==> src/rtl/ps2_pkg.sv <==
// Shared constants and types for the PS/2 event receiver.
package ps2_pkg;

  localparam logic [7:0] PS2_EXT = 8'hE0;
  localparam logic [7:0] PS2_BRK = 8'hF0;

  localparam int unsigned EV_W        = 10;
  localparam int unsigned EV_EXT      = 9;
  localparam int unsigned EV_MAKE     = 8;
  localparam int unsigned EV_CODE_MSB = 7;

  typedef enum logic [1:0] {
    ST_IDLE,
    ST_DATA,
    ST_PARITY,
    ST_STOP
  } frame_state_t;

endpackage

==> src/rtl/ps2_event_rx_if.sv <==
// Key-event stream: show-ahead head entry, valid/ready handshake and fill level.
interface ps2_event_rx_if #(
  parameter int unsigned FIFO_DEPTH = 8
);

  logic [ps2_pkg::EV_W-1:0]    ev_data;
  logic                        ev_valid;
  logic                        ev_ready;
  logic [$clog2(FIFO_DEPTH):0] fifo_count;

  modport master (
    output ev_data,
    output ev_valid,
    output fifo_count,
    input  ev_ready
  );

  modport slave (
    input  ev_data,
    input  ev_valid,
    input  fifo_count,
    output ev_ready
  );

endinterface

==> src/rtl/ps2_event_fifo.sv <==
// Synchronous show-ahead FIFO; a push into a full FIFO succeeds only alongside a pop.
module ps2_event_fifo #(
  parameter int unsigned WIDTH = 10,
  parameter int unsigned DEPTH = 8
) (
  input  logic                   clk,
  input  logic                   rst,
  input  logic                   push,
  input  logic [WIDTH-1:0]       wdata,
  input  logic                   pop,
  output logic [WIDTH-1:0]       rdata,
  output logic                   full,
  output logic                   empty,
  output logic [$clog2(DEPTH):0] count
);

  localparam int unsigned AW = $clog2(DEPTH);

  logic [WIDTH-1:0] mem [DEPTH];
  logic [AW-1:0]    wr_ptr;
  logic [AW-1:0]    rd_ptr;
  logic             do_push;
  logic             do_pop;

  assign empty   = (count == '0);
  assign full    = (count == (AW+1)'(DEPTH));
  assign do_pop  = pop && !empty;
  assign do_push = push && (!full || do_pop);
  // Head is forced to zero when empty so the output reads 0 straight out of reset.
  assign rdata   = empty ? '0 : mem[rd_ptr];

  always_ff @(posedge clk or posedge rst) begin
    if (rst) begin
      wr_ptr <= '0;
      rd_ptr <= '0;
      count  <= '0;
    end else begin
      if (do_push) wr_ptr <= wr_ptr + 1'b1;
      if (do_pop)  rd_ptr <= rd_ptr + 1'b1;
      case ({do_push, do_pop})
        2'b10:   count <= count + 1'b1;
        2'b01:   count <= count - 1'b1;
        default: count <= count;
      endcase
    end
  end

  always_ff @(posedge clk) begin
    if (do_push) mem[wr_ptr] <= wdata;
  end

endmodule

==> src/rtl/ps2_event_rx.sv <==
// PS/2 keyboard receiver: filtered line sampling, frame checking, E0/F0 prefix decoding
// and a buffered key-event stream.
module ps2_event_rx
  import ps2_pkg::*;
#(
  parameter int unsigned CLK_HZ     = 100000000,
  parameter int unsigned FILTER_LEN = 4,
  parameter int unsigned TIMEOUT_US = 2000,
  parameter int unsigned FIFO_DEPTH = 8
) (
  input  logic          clk_100mhz,
  input  logic          rst,
  input  logic          ps2_c,
  input  logic          ps2_d,
  ps2_event_rx_if.master ev,
  output logic          frame_err,
  output logic          timeout,
  output logic          overflow
);

  localparam int unsigned TMO_LIMIT = CLK_HZ / 1000000 * TIMEOUT_US;
  localparam int unsigned TW        = $clog2(TMO_LIMIT + 1);
  localparam int unsigned FW        = $clog2(FILTER_LEN);

  // Index 0 is the clock line, index 1 the data line.
  logic [1:0]    sync1;
  logic [1:0]    sync2;
  logic [1:0]    filt;
  logic [FW-1:0] fcnt [2];
  logic          c_prev;
  logic          fall_c;
  logic          d_bit;

  frame_state_t  state;
  logic [2:0]    bit_cnt;
  logic [7:0]    shreg;
  logic          par;
  logic          byte_valid;
  logic          stop_err;
  logic [TW-1:0] tmo_cnt;

  logic          ext;
  logic          brk;
  logic          push;
  logic [EV_W-1:0] wdata;
  logic          fifo_full;
  logic          fifo_empty;
  logic          pop;

  always_ff @(posedge clk_100mhz or posedge rst) begin
    if (rst) begin
      sync1  <= '1;
      sync2  <= '1;
      filt   <= '1;
      c_prev <= 1'b1;
      for (int unsigned i = 0; i < 2; i++) fcnt[i] <= '0;
    end else begin
      sync1  <= {ps2_d, ps2_c};
      sync2  <= sync1;
      c_prev <= filt[0];
      for (int unsigned i = 0; i < 2; i++) begin
        if (sync2[i] == filt[i]) begin
          fcnt[i] <= '0;
        end else if (fcnt[i] == FW'(FILTER_LEN - 1)) begin
          filt[i] <= sync2[i];
          fcnt[i] <= '0;
        end else begin
          fcnt[i] <= fcnt[i] + 1'b1;
        end
      end
    end
  end

  assign fall_c = c_prev && !filt[0];
  assign d_bit  = filt[1];

  // A falling clock edge always wins over an expiring timeout: it reloads the counter.
  always_ff @(posedge clk_100mhz or posedge rst) begin
    if (rst) begin
      state      <= ST_IDLE;
      bit_cnt    <= '0;
      shreg      <= '0;
      par        <= 1'b0;
      byte_valid <= 1'b0;
      frame_err  <= 1'b0;
      stop_err   <= 1'b0;
      timeout    <= 1'b0;
      tmo_cnt    <= '0;
    end else begin
      byte_valid <= 1'b0;
      frame_err  <= 1'b0;
      stop_err   <= 1'b0;
      timeout    <= 1'b0;
      if (fall_c) begin
        tmo_cnt <= '0;
        case (state)
          ST_IDLE: begin
            if (!d_bit) begin
              state   <= ST_DATA;
              bit_cnt <= '0;
            end else begin
              frame_err <= 1'b1;
            end
          end
          ST_DATA: begin
            shreg   <= {d_bit, shreg[7:1]};
            bit_cnt <= bit_cnt + 1'b1;
            if (bit_cnt == 3'd7) state <= ST_PARITY;
          end
          ST_PARITY: begin
            par   <= d_bit;
            state <= ST_STOP;
          end
          default: begin
            if (d_bit && ((^shreg) ^ par)) begin
              byte_valid <= 1'b1;
            end else begin
              frame_err <= 1'b1;
              stop_err  <= 1'b1;
            end
            state <= ST_IDLE;
          end
        endcase
      end else if (state != ST_IDLE) begin
        if (tmo_cnt == TW'(TMO_LIMIT - 1)) begin
          state   <= ST_IDLE;
          timeout <= 1'b1;
          tmo_cnt <= '0;
        end else begin
          tmo_cnt <= tmo_cnt + 1'b1;
        end
      end
    end
  end

  // shreg is stable while byte_valid is high: the FSM sits in IDLE until the next start bit.
  always_ff @(posedge clk_100mhz or posedge rst) begin
    if (rst) begin
      ext      <= 1'b0;
      brk      <= 1'b0;
      overflow <= 1'b0;
    end else begin
      overflow <= push && fifo_full && !pop;
      if (stop_err || timeout) begin
        ext <= 1'b0;
        brk <= 1'b0;
      end else if (byte_valid) begin
        if (shreg == PS2_EXT) begin
          ext <= 1'b1;
        end else if (shreg == PS2_BRK) begin
          brk <= 1'b1;
        end else begin
          ext <= 1'b0;
          brk <= 1'b0;
        end
      end
    end
  end

  assign push = byte_valid && (shreg != PS2_EXT) && (shreg != PS2_BRK);

  always_comb begin
    wdata                  = '0;
    wdata[EV_EXT]          = ext;
    wdata[EV_MAKE]         = !brk;
    wdata[EV_CODE_MSB:0]   = shreg;
  end

  assign pop         = ev.ev_valid && ev.ev_ready;
  assign ev.ev_valid = !fifo_empty;

  ps2_event_fifo #(
    .WIDTH(EV_W),
    .DEPTH(FIFO_DEPTH)
  ) u_fifo (
    .clk   (clk_100mhz),
    .rst   (rst),
    .push  (push),
    .wdata (wdata),
    .pop   (pop),
    .rdata (ev.ev_data),
    .full  (fifo_full),
    .empty (fifo_empty),
    .count (ev.fifo_count)
  );

endmodule

==> src/flat_wrapper.sv <==
// flat-port wrapper written by rule: the top's interface ports become plain ports
module ps2_event_rx_flat import ps2_pkg::*;
#(
  parameter int unsigned CLK_HZ     = 100000000,
  parameter int unsigned FILTER_LEN = 4,
  parameter int unsigned TIMEOUT_US = 2000,
  parameter int unsigned FIFO_DEPTH = 8
)
  (clk_100mhz, rst, ps2_c, ps2_d, frame_err, timeout, overflow, ev_ev_data, ev_ev_valid, ev_fifo_count, ev_ev_ready);
  ps2_event_rx_if #(.FIFO_DEPTH(FIFO_DEPTH)) ev_i ();
  input  logic clk_100mhz;
  input  logic rst;
  input  logic ps2_c;
  input  logic ps2_d;
  output logic frame_err;
  output logic timeout;
  output logic overflow;
  output wire logic [$bits(ev_i.ev_data)-1:0] ev_ev_data;
  output wire logic [$bits(ev_i.ev_valid)-1:0] ev_ev_valid;
  output wire logic [$bits(ev_i.fifo_count)-1:0] ev_fifo_count;
  input wire logic [$bits(ev_i.ev_ready)-1:0] ev_ev_ready;
  assign ev_ev_data = ev_i.ev_data;
  assign ev_ev_valid = ev_i.ev_valid;
  assign ev_fifo_count = ev_i.fifo_count;
  assign ev_i.ev_ready = ev_ev_ready;
  ps2_event_rx #(.CLK_HZ(CLK_HZ), .FILTER_LEN(FILTER_LEN), .TIMEOUT_US(TIMEOUT_US), .FIFO_DEPTH(FIFO_DEPTH)) u_core (.clk_100mhz(clk_100mhz), .rst(rst), .ps2_c(ps2_c), .ps2_d(ps2_d), .ev(ev_i), .frame_err(frame_err), .timeout(timeout), .overflow(overflow));
endmodule
==> config.mk <==
export PLATFORM = sky130hd
export DESIGN_NAME = ps2_event_rx_flat
export DESIGN_NICKNAME = d
export VERILOG_FILES = /design/src/rtl/ps2_pkg.sv /design/src/rtl/ps2_event_rx_if.sv /design/src/rtl/ps2_event_fifo.sv /design/src/rtl/ps2_event_rx.sv /design/src/flat_wrapper.sv
export SDC_FILE = /design/constraint.sdc
export NUM_CORES = 1
export LEC_CHECK = 0
export BUFFER_PORTS_ARGS = -buffer_cell sky130_fd_sc_hd__buf_4
export CORE_ASPECT_RATIO = 1.25
export CORE_MARGIN = 2
export CORE_UTILIZATION = 58
export CTS_CLUSTER_DIAMETER = 100
export DETAILED_ROUTE_END_ITERATION = 10
export HOLD_SLACK_MARGIN = 0.05
export PLACE_DENSITY = 0.75
export REMOVE_ABC_BUFFERS = 1
export SLEW_MARGIN = 25
export SYNTH_ARGS = -nofsm -noshare
export SYNTH_HDL_FRONTEND = slang
export SYNTH_SLANG_ARGS = --single-unit
==> constraint.sdc <==
create_clock -name clk_100mhz -period 3.1 [get_ports clk_100mhz]
set_input_delay 0.62 -clock clk_100mhz [delete_from_list [all_inputs] [get_ports clk_100mhz]]
set_output_delay 0.62 -clock clk_100mhz [all_outputs]
set_load 0.02 [all_outputs]
==> qor.yml, run 1 <==
die:
  die_h_microns: 119
  die_w_microns: 95.7
  io-pin-count: 23
  core_sq_um: 10200
  die_area_sq_um: 11300
  num_rows: 41
  start_util: 0.600
setup_path:
  endpoint_kind: "output port"
  crit_path_cell_trace: "buf_4 -> mux4_2 -> mux2i_1 -> nor2_1 -> buf_4"
  cpMaxStageDelayCell: "mux4_2"
  cp.depth: 5
  cp.required_ns: 2.48
  r2r_end: "u_core.u_fifo.mem[7][1]$_DFFE_PP_"
  reg2reg_from: "u_core.shreg[4]$_DFFE_PP0P_"
  cpPeakStageDelay_ns: 0.56
  cp_common_cell: "buf_4"
  crit_arrival_ns: 2.16
  start_kind: "flip-flop"
  path_buf_inv: 2
  critPathLaunch: "u_core.u_fifo.rd_ptr[0]$_DFFE_PP0P_"
  path_max_fanout: 20
  ff2ff_path_depth: 7
  path_class: "reg -> out"
  critPathCapture: "ev_ev_data[4]"
  rrSetupSlack_ns: 0.57
  path_delay_family: "multiplexers"
drt:
  totalWireLength_microns: 11100
  drc: 0
  route.antenna.remaining_nets: 0
  firstDrtPassIters: 4
  via_count: 3537
  wire_per_inst_microns: 18.6
  drt_iter0_markers: 262
  avgViaCountPerCell: 5.90
finish:
  diodes: 0
  layout-drive-gt1-share: 0.238
  nNetsFinal: 481
  syn_to_final_growth_pct: 15.8
sta:
  finalClockSkew_ns: 0.00557
  final-setup-viol-count: 0
  slew_headroom: 0.529
  final-hold-violation-count: 0
  period_share: 0.895
  fmax_ghz: 0.360
  worstMarginPinSlew_ns: 0.706
  period_needed_ns: 2.78
  rsz0062_at_grt: "false"
  fin_setup_tns_ns: 0
  slew_viol_final: 0
  fin_ws_ns: 0.325
yosys:
  yosysUniqueCellTypes: 51
  yosys_warnings: 0
  async_reset_ff_frac: 0.429
  synth-edff-count: 80
  synth_flop_cell: "edfxtp_1"
  seq_area_frac_synth: 0.642
  syn_area_sq_um: 6090
  synth_cells: 416
  syn_area_per_cell_sq_um: 14.6
  ys_seq_elements: 140
place:
  port_buffers: 22
  hpwl_microns: 7260
  routabilityCongestion: 0.800
  post-place-ws_ns: 0.645
power_and_ir_drop:
  p_leak_nw: 2.70
  ir_drop_mv: 0.567
  pwr_density_cell_nw_per_um2: 907
clock_tree:
  path_clk_slew_ns: 0.06
  cts_root_buffer: "clkbuf_16"
  cts_setup_buffers: 0
  cts_htree_levels: 4
  post_cts_resized: 0
  clock_path_buffers: 2
  clock_latency_ns: 0.41
  cts_tree: "built"
  clock_sinks: 140
  numCtsBuffers: 17
  holdBufCountCts: 0
grt:
  grtUsageTotal: 0.220
  grt_max_degree: 28
  antenna_found_initial: 0
  grt_overflow: 0
  grt_pass1_vias: 3627
  grt_first_pass_wirelength_microns: 18600
flow_run:
  max_cap_violations: 0
status:
  outcome: "finished clean"
worst_hold_path:
  min-delay-path-class: "in -> async"
## through the flow
stage          std cells  total power, W  instance area, sq um  hold WS (ns)   util
2_1_floorplan        403         0.00386                  6030         0.345      -
3_3_place_gp         569         0.00437                  6470         0.346  0.637
3_5_place_dp         569         0.00445                  6470         0.348  0.637
4_1_cts              600         0.00647                  7050         0.191  0.695
5_1_grt              600         0.00675                  7050         0.210  0.695
6_report             600         0.00640                  7050         0.196  0.695
## synthesized netlist by cell type (all sizes together) (7+ instances only)
library cell / n / area [sq um]
o21ai: 12 / 60.1
edfxtp: 80 / 2400
dfrtp: 53 / 1330
or3: 8 / 55.1
nand4: 11 / 68.8
nand2b: 7 / 43.8
mux4: 20 / 450
nor2: 31 / 116
xnor2: 13 / 114
a21oi: 10 / 50.1
clkbuf: 8 / 30.0
nand3: 9 / 45.0
mux2i: 10 / 100
mux2: 14 / 161
ha: 17 / 213
nand2: 28 / 105
inv: 15 / 56.3
dfstp: 7 / 184
## logic make-up after synthesis
| kind of cell | share of synthesized area |
|---|---|
| muxes | 0.117 |
| and+or+nand+nor | 0.0994 |
| DFF | 0.642 |
| AOI/OAI and AO/OA | 0.0569 |
| adders and majority gates | 0.0349 |
| buffers and inverters | 0.0183 |
| xor gates and xnor gates | 0.0310 |
## how the worst min path moves through the flow
stage / startpoint / end / slack (ns)
floorplan: u_core.sync1[0]$_DFF_PP1_ / u_core.sync2[0]$_DFF_PP1_ / 0.35
global placement: u_core.sync1[0]$_DFF_PP1_ / u_core.sync2[0]$_DFF_PP1_ / 0.35
detailed placement: u_core.sync1[0]$_DFF_PP1_ / u_core.sync2[0]$_DFF_PP1_ / 0.35
CTS: rst / u_core.fcnt[2]$_DFF_PP0_ / 0.19
global route: rst / u_core.shreg[1]$_DFFE_PP0P_ / 0.21
finish: rst / u_core.fcnt[2]$_DFF_PP0_ / 0.20
## state kept, by name (all words and copies together) (netlist names)
register / flops
u_core.filt: 2
u_core.overflow: 1
u_core.brk: 1
u_core.par: 1
u_core.u_fifo.wr_ptr: 3
u_core.u_fifo.rd_ptr: 3
u_core.tmo_cnt: 18
u_core.u_fifo.count: 4
u_core.shreg: 8
u_core.state: 2
u_core.u_fifo.mem: 80
u_core.frame_err: 1
u_core.ext: 1
u_core.timeout: 1
u_core.bit_cnt: 3
u_core.fcnt: 4
u_core.sync1: 2
u_core.sync2: 2
u_core.byte_valid: 1
u_core.c_prev: 1
u_core.stop_err: 1
## report_power, final
group	switching (W)	total (W)	leakage (nW)	internal [W]
clock network	0.000723	0.00198	0.284	0.00125
registers	0.000305	0.00258	1.49	0.00227
logic	0.000955	0.00185	0.922	0.000890
total	0.00198	0.00640	2.70	0.00442
## cells in the final DEF (no fill, tap or decap), drive strengths merged, types with 3 or more instances in the layout
master	count
mux2i	10
nand2b	7
buf	37
clkinv	7
nand4	11
dfrtp	53
and3	3
nand3	9
dfstp	7
ha	17
nor2	31
inv	16
clkbuf	19
nor3	6
mux2	14
and4	4
xnor2	13
bufinv	3
o31ai	6
edfxtp	80
nor2b	4
o21ai	12
mux4	20
nand2	28
or3	8
a21oi	10
xor2	6
## routing by layer
layer / GRT usage / routed length [microns]
met1: 0.265 / 4490
met2: 0.381 / 6140
met5: 0 / 0
met3: 0.0567 / 372
met4: 0.0732 / 140
## final cells by class
type | instances | area [sq um]
Clock buffer | 19 | 433
Clock inverter | 12 | 148
Fill cell | 686 | 3100
Inverter | 15 | 56.3
Multi-Input combinational cell | 248 | 2070
Sequential cell | 140 | 3910
Tap cell | 129 | 161
Timing Repair Buffer | 37 | 278
(Power assumes the default switching activity.)
==> inputs of run 2 (changes only) <==
--- a/config.mk
+++ b/config.mk
@@ -12,9 +12,10 @@
 export CTS_CLUSTER_DIAMETER = 100
 export DETAILED_ROUTE_END_ITERATION = 10
 export HOLD_SLACK_MARGIN = 0.05
-export PLACE_DENSITY = 0.75
+export PLACE_DENSITY_LB_ADDON = 0.05
 export REMOVE_ABC_BUFFERS = 1
 export SLEW_MARGIN = 25
 export SYNTH_ARGS = -nofsm -noshare
 export SYNTH_HDL_FRONTEND = slang
+export SYNTH_HIERARCHICAL = 1
 export SYNTH_SLANG_ARGS = --single-unit
==> run 2 against run 1 <==
Largest cell class unchanged. Clock power hardly changed. Register-to-register slack worse by 0.21 ns. Wire length is 1.4% lower. Critical path type unchanged. Synthesized cell count is 4.3% higher.
==> qor.yml, run 2 <==
yosys:
  yosysUniqueCellTypes: 60  # was 51
  seq_area_frac_synth: 0.630  # was 0.642
  syn_area_per_cell_sq_um: 14.3  # was 14.6 sq um
  synthAdderAreaFrac: 0.0395  # was 0.0349
  yosys_warnings: 6  # was 0
  synthTopCellsByCount: "edfxtp_1, dfrtp_1, nor2_1, nand2_1, inv_1"  # was edfxtp_1, dfrtp_1, nor2_1, nand2_1, mux4_2
  async_reset_ff_frac: 0.429  # unchanged
  yosysMostFrequentCell: "edfxtp_1"  # unchanged
  ys_seq_elements: 140  # unchanged
  synth_flop_cell: "edfxtp_1"  # unchanged
  yosys.area_share.simple: 0.0931  # was 0.0994
  synth-edff-count: 80  # unchanged
  synth_cells: 434  # was 416
  synth_top_family_by_area: "multiplexers"  # unchanged
  syn_area_sq_um: 6210  # was 6090 sq um
  yosysTopAreaCell: "edfxtp_1"  # unchanged
  synth-xor-area-share: 0.0276  # was 0.0310
  synthTopCellsByArea: "edfxtp_1, dfrtp_1, mux4_2, ha_1, dfstp_2"  # unchanged
  synthMuxAreaShare: 0.109  # was 0.117
  synth-compound-area-share: 0.0701  # was 0.0569
  synth_top_area_share: 0.387  # was 0.394
setup_path:
  path_delay_family: "multiplexers"  # unchanged
  path_class: "reg -> out"  # unchanged
  cpPeakStageDelay_ns: 0.58  # was 0.56 ns
  path_buf_inv: 2  # unchanged
  crit_path_cell_trace: "buf_4 -> mux4_2 -> mux2i_1 -> nor2_1 -> buf_4"  # unchanged
  endpoint_kind: "output port"  # unchanged
  path_max_fanout: 22  # was 20
  cp.depth: 5  # unchanged
  cpMaxStageDelayCell: "mux4_2"  # unchanged
  cp_common_cell: "buf_4"  # unchanged
  ff2ff_path_depth: 12  # was 7
  start_kind: "flip-flop"  # unchanged
  crit_arrival_ns: 2.15  # was 2.16 ns
  cp.required_ns: 2.48  # about the same
  rrSetupSlack_ns: 0.36  # was 0.57 ns
sta:
  worstMarginPinSlew_ns: 0.723  # was 0.706 ns
  final-hold-violation-count: 0  # unchanged
  finalClockSkew_ns: 0.00742  # was 0.00557 ns
  final-setup-viol-count: 0  # unchanged
  period_needed_ns: 2.77  # was 2.78 ns
  fmax_ghz: 0.362  # was 0.360 GHz
  slew_headroom: 0.518  # was 0.529
  slew_viol_final: 0  # unchanged
  fin_ws_ns: 0.335  # was 0.325 ns
  period_share: 0.892  # was 0.895
  holdWs_ns: 0.215  # was 0.196 ns
  rsz0062_at_grt: "false"  # unchanged
place:
  post-place-ws_ns: 0.0952  # was 0.645 ns
  port_buffers: 22  # unchanged
  routabilityCongestion: 0.751  # was 0.800
  hpwl_microns: 7230  # was 7260 microns
  dpl_cell_area_sq_um: 6570  # was 6470 sq um
power_and_ir_drop:
  combPwrFrac: 0.309  # was 0.288
  switching_power_w: 0.00205  # was 0.00198 W
  p_sw_frac: 0.310  # about the same
  pwr_density_cell_nw_per_um2: 924  # was 907 nW/um^2
  ir_drop_mv: 0.600  # was 0.567 mV
  p_seq_frac: 0.392  # was 0.403
  clockPowerShare: 0.300  # was 0.309
  power.internal_w: 0.00456  # was 0.00442 W
  p_leak_nw: 2.68  # was 2.70 nW
grt:
  grt_pass1_vias: 3644  # was 3627
  grtUsageTotal: 0.217  # was 0.220
  grt_first_pass_wirelength_microns: 18300  # was 18600 microns
  grt_overflow: 0  # unchanged
  grt_max_degree: 27  # was 28
  antenna_found_initial: 0  # unchanged
finish:
  n_fill_cell: 746  # was 686
  layout-drive-gt1-share: 0.228  # was 0.238
  syn_to_final_growth_pct: 15.2  # was 15.8%
  layout_commonest_cell: "edfxtp_1"  # unchanged
  multi_input_area_sq_um: 2110  # was 2070 sq um
  fin_area_sq_um: 7150  # was 7050 sq um
  nNetsFinal: 499  # was 481
  final_cell_mix: "edfxtp_1, dfrtp_1, buf_4, nor2_1, nand2_1"  # unchanged
  top_register: "u_core/u_fifo/mem"  # was u_core.u_fifo.mem
  top_regs: "u_core/u_fifo/mem (80), u_core/tmo_cnt (18), u_core/shreg (8)"  # was u_core.u_fifo.mem (80), u_core.tmo_cnt (18), u_core.shreg (8)
  largest_reg_flops: 80  # unchanged
  diodes: 0  # unchanged
  seq_area_sq_um: 3910  # unchanged
flow_run:
  max_cap_violations: 0  # unchanged
clock_tree:
  cts_htree_levels: 4  # unchanged
  path_clk_slew_ns: 0.05  # was 0.06 ns
  numCtsBuffers: 17  # unchanged
  cts_root_buffer: "clkbuf_16"  # unchanged
  clock_sinks: 140  # unchanged
  cts_setup_buffers: 0  # unchanged
  cts_tree: "built"  # unchanged
  clock_path_buffers: 2  # unchanged
  clock_latency_ns: 0.41  # about the same
die:
  core_sq_um: 10500  # was 10200 sq um
  io-pin-count: 23  # unchanged
  die_area_sq_um: 11600  # was 11300 sq um
  num_rows: 42  # was 41
  start_util: 0.591  # was 0.600
  die_w_microns: 96.5  # was 95.7 microns
  die_h_microns: 120  # was 119 microns
drt:
  drt_iter0_markers: 174  # was 262
  route.antenna.remaining_nets: 0  # unchanged
  drc: 0  # unchanged
  dr_wl_met2_microns: 5960  # was 6140 microns
  highest_layer: "met4"  # unchanged
  met3WireLength_microns: 317  # was 372 microns
  met1_length_microns: 4570  # was 4490 microns
  firstDrtPassIters: 4  # unchanged
  wire_per_inst_microns: 17.7  # was 18.6 microns
  totalWireLength_microns: 11000  # was 11100 microns
  avgViaCountPerCell: 5.76  # was 5.90
  via_count: 3563  # was 3537
status:
  outcome: "finished clean"  # unchanged
worst_hold_path:
  min-delay-path-class: "in -> async"  # unchanged
## run 2: cell types whose count changed after synthesis, moves of 3 or more
cell and change:
a21oi_1 +6, mux2_2 -5, xor2_1 -3, o21ai_0 +3, nand4_1 -10, inv_1 +9, buf_6 +4, o21a_1 +3
or4_1 +4
## run 2: final timing paths
path,from,end
max,u_core/u_fifo/rd_ptr[0]$_DFFE_PP0N_,ev_ev_data[7]
min,rst,u_core/u_fifo/rd_ptr[0]$_DFFE_PP0N_
max reg2reg,u_core/shreg[2]$_DFFE_PP0P_,u_core/u_fifo/count[3]$_DFFE_PP0P_
min reg2reg,u_core/sync1[1]$_DFF_PP1_,u_core/sync2[1]$_DFF_PP1_
max in group asynchronous,rst,u_core/filt[1]$_DFFE_PP1P_
min in group clk_100mhz,ps2_d,u_core/sync1[1]$_DFF_PP1_
## run 2: worst reg2reg max path: stages, from the launching register on
cell and delay (ns):
dfrtp_1 0.48, inv_1 0.12, ha_1 0.16, nand3_1 0.12
o21a_1 0.23, inv_1 0.10, or2b_1 0.27, inv_1 0.09
ha_1 0.23, a211oi_1 0.39, or3_1 0.21, o21a_1 0.12
o221ai_1 0.11
## run 2: logic make-up (layout without fill, tap and decap cells)
family	after synthesis	after routing
buf+inv	41	94
simple gates	113	113
flops	140	140
mux	41	41
compound gates	62	62
xor+xnor	18	18
fa+ha+maj	19	19
## run 2: timing repair
action,4_1_cts,5_1_grt
setup endpoints to repair,0,1
endpoints found under the hold margin,0,0
hold buffers,0,0
gates resized for setup,0,1
## run 2: area by class of cell
| class | count | share of cell area |
|---|---|---|
| Tap cell | 132 | 0.0231 |
| Clock buffer | 23 | 0.0654 |
| Multi-Input combinational cell | 253 | 0.295 |
| Clock inverter | 8 | 0.0164 |
| Timing Repair Buffer | 39 | 0.0409 |
| Sequential cell | 140 | 0.547 |
| Inverter | 24 | 0.0126 |
## run 2: routing by layer
metal | global-route usage | vias up
met2 | 0.365 | 44
li1 | - | 1699
met3 | 0.0621 | 9
met5 | 0 | -
met4 | 0.0713 | 0
met1 | 0.269 | 1811
## run 2: through the flow
step | setup TNS (ns) | std cells | utilization | power, W
after floorplan | -0.118 | 417 | - | 0.00404
after global placement | 0 | 588 | 0.625 | 0.00462
after detailed placement | 0 | 588 | 0.625 | 0.00468
after CTS | 0 | 619 | 0.680 | 0.00668
after global routing | 0 | 619 | 0.681 | 0.00701
final | 0 | 619 | 0.681 | 0.00661
## run 2: power groups by stage
stage	Sequential [W]	Combinational, W	Clock (W)
floorplan	0.00267	0.00137	0
global placement	0.00261	0.00201	0
detailed placement	0.00263	0.00205	0
CTS	0.00259	0.00207	0.00202
global route	0.00263	0.00227	0.00211
finish	0.00259	0.00204	0.00198
==> inputs of run 3 (changes only) <==
--- a/config.mk
+++ b/config.mk
@@ -5,6 +5,7 @@
 export SDC_FILE = /design/constraint.sdc
 export NUM_CORES = 1
 export LEC_CHECK = 0
+export ABC_AREA = 1
 export BUFFER_PORTS_ARGS = -buffer_cell sky130_fd_sc_hd__buf_4
 export CORE_ASPECT_RATIO = 1.25
 export CORE_MARGIN = 2
@@ -14,8 +15,8 @@
 export HOLD_SLACK_MARGIN = 0.05
 export PLACE_DENSITY_LB_ADDON = 0.05
 export REMOVE_ABC_BUFFERS = 1
+export SKIP_CTS_REPAIR_TIMING = 1
 export SLEW_MARGIN = 25
 export SYNTH_ARGS = -nofsm -noshare
 export SYNTH_HDL_FRONTEND = slang
-export SYNTH_HIERARCHICAL = 1
 export SYNTH_SLANG_ARGS = --single-unit
==> run 3 against run 2 <==
Non-clock buffer count shrank 3. First-iteration DRC count grew 61%. Register-to-register slack gained 0.29 ns. Critical endpoint is now ev_ev_data[5].
==> qor.yml, run 3 <==
yosys:
  yosysUniqueCellTypes: 34  # was 60
  synth-edff-count: 80  # unchanged
  synthTopCellsByCount: "nor2_1, nand2_1, edfxtp_1, o21ai_0, inv_1"  # was edfxtp_1, dfrtp_1, nor2_1, nand2_1, inv_1
  syn_area_per_cell_sq_um: 10.4  # was 14.3 sq um
  seq_area_frac_synth: 0.629  # was 0.630
  yosysTopAreaCell: "edfxtp_1"  # unchanged
  synth_top_area_share: 0.386  # was 0.387
  synthTopCellsByArea: "edfxtp_1, dfrtp_1, nor2_1, o21ai_0, nand2_1"  # was edfxtp_1, dfrtp_1, mux4_2, ha_1, dfstp_2
  yosysMostFrequentCell: "nor2_1"  # was edfxtp_1
  ys_seq_elements: 140  # unchanged
  synth_cells: 598  # was 434
  synth_flop_cell: "edfxtp_1"  # unchanged
  async_reset_ff_frac: 0.429  # unchanged
  syn_area_sq_um: 6220  # was 6210 sq um
  yosys_warnings: 0  # was 6
place:
  hpwl_microns: 7850  # was 7230 microns
  routabilityCongestion: 0.791  # was 0.751
  port_buffers: 22  # unchanged
finish:
  top_register: "u_core.u_fifo.mem"  # was u_core/u_fifo/mem
  layout-drive-gt1-share: 0.163  # was 0.228
  seq_area_sq_um: 3910  # unchanged
  top_regs: "u_core.u_fifo.mem (80), u_core.tmo_cnt (18), u_core.shreg (8)"  # was u_core/u_fifo/mem (80), u_core/tmo_cnt (18), u_core/shreg (8)
  nNetsFinal: 657  # was 499
  layout_commonest_cell: "nor2_1"  # was edfxtp_1
  diodes: 0  # unchanged
  syn_to_final_growth_pct: 15.9  # was 15.2%
  largest_reg_flops: 80  # unchanged
  multi_input_area_sq_um: 2020  # was 2110 sq um
  fin_util: 0.686  # was 0.681
  n_fill_cell: 792  # was 746
  final_cell_mix: "nor2_1, nand2_1, edfxtp_1, o21ai_0"  # was edfxtp_1, dfrtp_1, buf_4, nor2_1, nand2_1
sta:
  final-hold-violation-count: 0  # unchanged
  slew_headroom: 0.489  # was 0.518
  worstMarginPinSlew_ns: 0.767  # was 0.723 ns
  rsz0062_at_grt: "false"  # unchanged
  period_share: 0.856  # was 0.892
  finalClockSkew_ns: 0.00948  # was 0.00742 ns
  final-setup-viol-count: 0  # unchanged
  slew_viol_final: 0  # unchanged
  fmax_ghz: 0.377  # was 0.362 GHz
  period_needed_ns: 2.65  # was 2.77 ns
  fin_setup_tns_ns: 0  # unchanged
setup_path:
  reg2reg_from: "u_core.shreg[2]$_DFFE_PP0P_"  # was u_core/shreg[2]$_DFFE_PP0P_
  cp.required_ns: 2.48  # about the same
  start_kind: "flip-flop"  # unchanged
  rrSetupSlack_ns: 0.65  # was 0.36 ns
  endpoint_kind: "output port"  # unchanged
  path_max_fanout: 12  # was 22
  r2r_end: "u_core.u_fifo.mem[6][0]$_DFFE_PP_"  # was u_core/u_fifo/count[3]$_DFFE_PP0P_
  path_class: "reg -> out"  # unchanged
  critPathLaunch: "u_core.u_fifo.rd_ptr[1]$_DFFE_PP0P_"  # was u_core/u_fifo/rd_ptr[0]$_DFFE_PP0N_
  ff2ff_path_depth: 11  # was 12
  critPathCapture: "ev_ev_data[5]"  # was ev_ev_data[7]
  crit_arrival_ns: 2.03  # was 2.15 ns
die:
  die_area_sq_um: 11600  # about the same
  die_h_microns: 120  # about the same
  die_w_microns: 96.7  # was 96.5 microns
  core_sq_um: 10500  # unchanged
  start_util: 0.592  # was 0.591
  num_rows: 42  # unchanged
  io-pin-count: 23  # unchanged
worst_hold_path:
  min-delay-path-class: "in -> reg"  # was in -> async
drt:
  wire_per_inst_microns: 15.5  # was 17.7 microns
  via_count: 4189  # was 3563
  drt_iter0_markers: 280  # was 174
  avgViaCountPerCell: 5.38  # was 5.76
  route.antenna.remaining_nets: 0  # unchanged
  drc: 0  # unchanged
  firstDrtPassIters: 4  # unchanged
  totalWireLength_microns: 12100  # was 11000 microns
grt:
  grt_max_degree: 61  # was 27
  grt_overflow: 0  # unchanged
  grtUsageTotal: 0.224  # was 0.217
  grt_pass1_vias: 4212  # was 3644
  antenna_found_initial: 0  # unchanged
  grt_first_pass_wirelength_microns: 20200  # was 18300 microns
status:
  outcome: "finished clean"  # unchanged
clock_tree:
  clock_sinks: 140  # unchanged
  path_clk_slew_ns: 0.06  # was 0.05 ns
  numCtsBuffers: 17  # unchanged
  clock_path_buffers: 2  # unchanged
  clock_latency_ns: 0.41  # about the same
  cts_htree_levels: 4  # unchanged
  cts_root_buffer: "clkbuf_16"  # unchanged
  cts_tree: "built"  # unchanged
power_and_ir_drop:
  ir_drop_mv: 0.525  # was 0.600 mV
  pwr_density_cell_nw_per_um2: 877  # was 924 nW/um^2
  p_leak_nw: 3.03  # was 2.68 nW
flow_run:
  max_cap_violations: 0  # unchanged
## run 3: cell types whose count changed in the layout (fill, tap and decap cells not counted), moves of 9 or more
cell / change
a21oi_1: -11
inv_1: +30
mux2i_1: -12
mux4_2: -20
nand2_1: +57
nand3_1: +9
nor2_1: +65
o21ai_0: +51
o21ai_1: +10
o22ai_1: +11
## run 3: cell type report
type,instances,share of cell area
Clock inverter,12,0.0272
Sequential cell,140,0.543
Tap cell,132,0.0229
Inverter,59,0.0307
Timing Repair Buffer,36,0.0375
Clock buffer,18,0.0595
Multi-Input combinational cell,381,0.280
## run 3: routing by layer
metal / GRT usage / vias up / routed length [microns]
met2: 0.402 / 88 / 6410
met5: 0 / - / 0
met4: 0.0977 / 0 / 290
met1: 0.260 / 1990 / 4950
li1: - / 2091 / -
met3: 0.0478 / 20 / 409
## run 3: report_power, final
| group | switching (W) | total (W) | internal, W |
|---|---|---|---|
| logic | 0.00122 | 0.00191 | 0.000689 |
| clock network | 0.000716 | 0.00213 | 0.00141 |
| registers | 0.000140 | 0.00228 | 0.00214 |
## run 3: through the flow
step | total power (W) | instances | worst slack, ns | cell area [sq um] | hold WS [ns]
after floorplan | 0.00359 | 580 | 0.394 | 6150 | 0.345
after global placement | 0.00418 | 748 | 0.915 | 6590 | 0.346
after detailed placement | 0.00423 | 748 | 0.788 | 6590 | 0.347
after CTS | 0.00638 | 778 | 0.423 | 7210 | 0.305
after global routing | 0.00671 | 778 | 0.281 | 7210 | 0.299
final | 0.00632 | 778 | 0.448 | 7210 | 0.315
## run 3: cell families after synthesis
group,after synthesis,share of synthesized area
fa+ha+maj,17,0.0342
flops,140,0.629
compound gates,106,0.0925
buf+inv,77,0.0474
simple gates,244,0.178
xor+xnor,14,0.0197
## run 3: worst min-delay path by stage
stage	from	end	slack (ns)	cells past startpoint
after floorplan	u_core.sync1[0]$_DFF_PP1_	u_core.sync2[0]$_DFF_PP1_	0.35	0
after global placement	u_core.sync1[1]$_DFF_PP1_	u_core.sync2[1]$_DFF_PP1_	0.35	0
after detailed placement	u_core.sync1[0]$_DFF_PP1_	u_core.sync2[0]$_DFF_PP1_	0.35	0
after CTS	ps2_c	u_core.sync1[0]$_DFF_PP1_	0.31	1
after global routing	ps2_d	u_core.sync1[1]$_DFF_PP1_	0.30	1
final	ps2_c	u_core.sync1[0]$_DFF_PP1_	0.31	1
## run 3: critical path, cell delays in order (launching register included)
cell and delay, ns:
dfrtp_1 0.38, inv_1 0.32, buf_4 0.26, o21ai_0 0.10
o22ai_1 0.11, o21ai_0 0.10, a31oi_1 0.18, buf_4 0.16
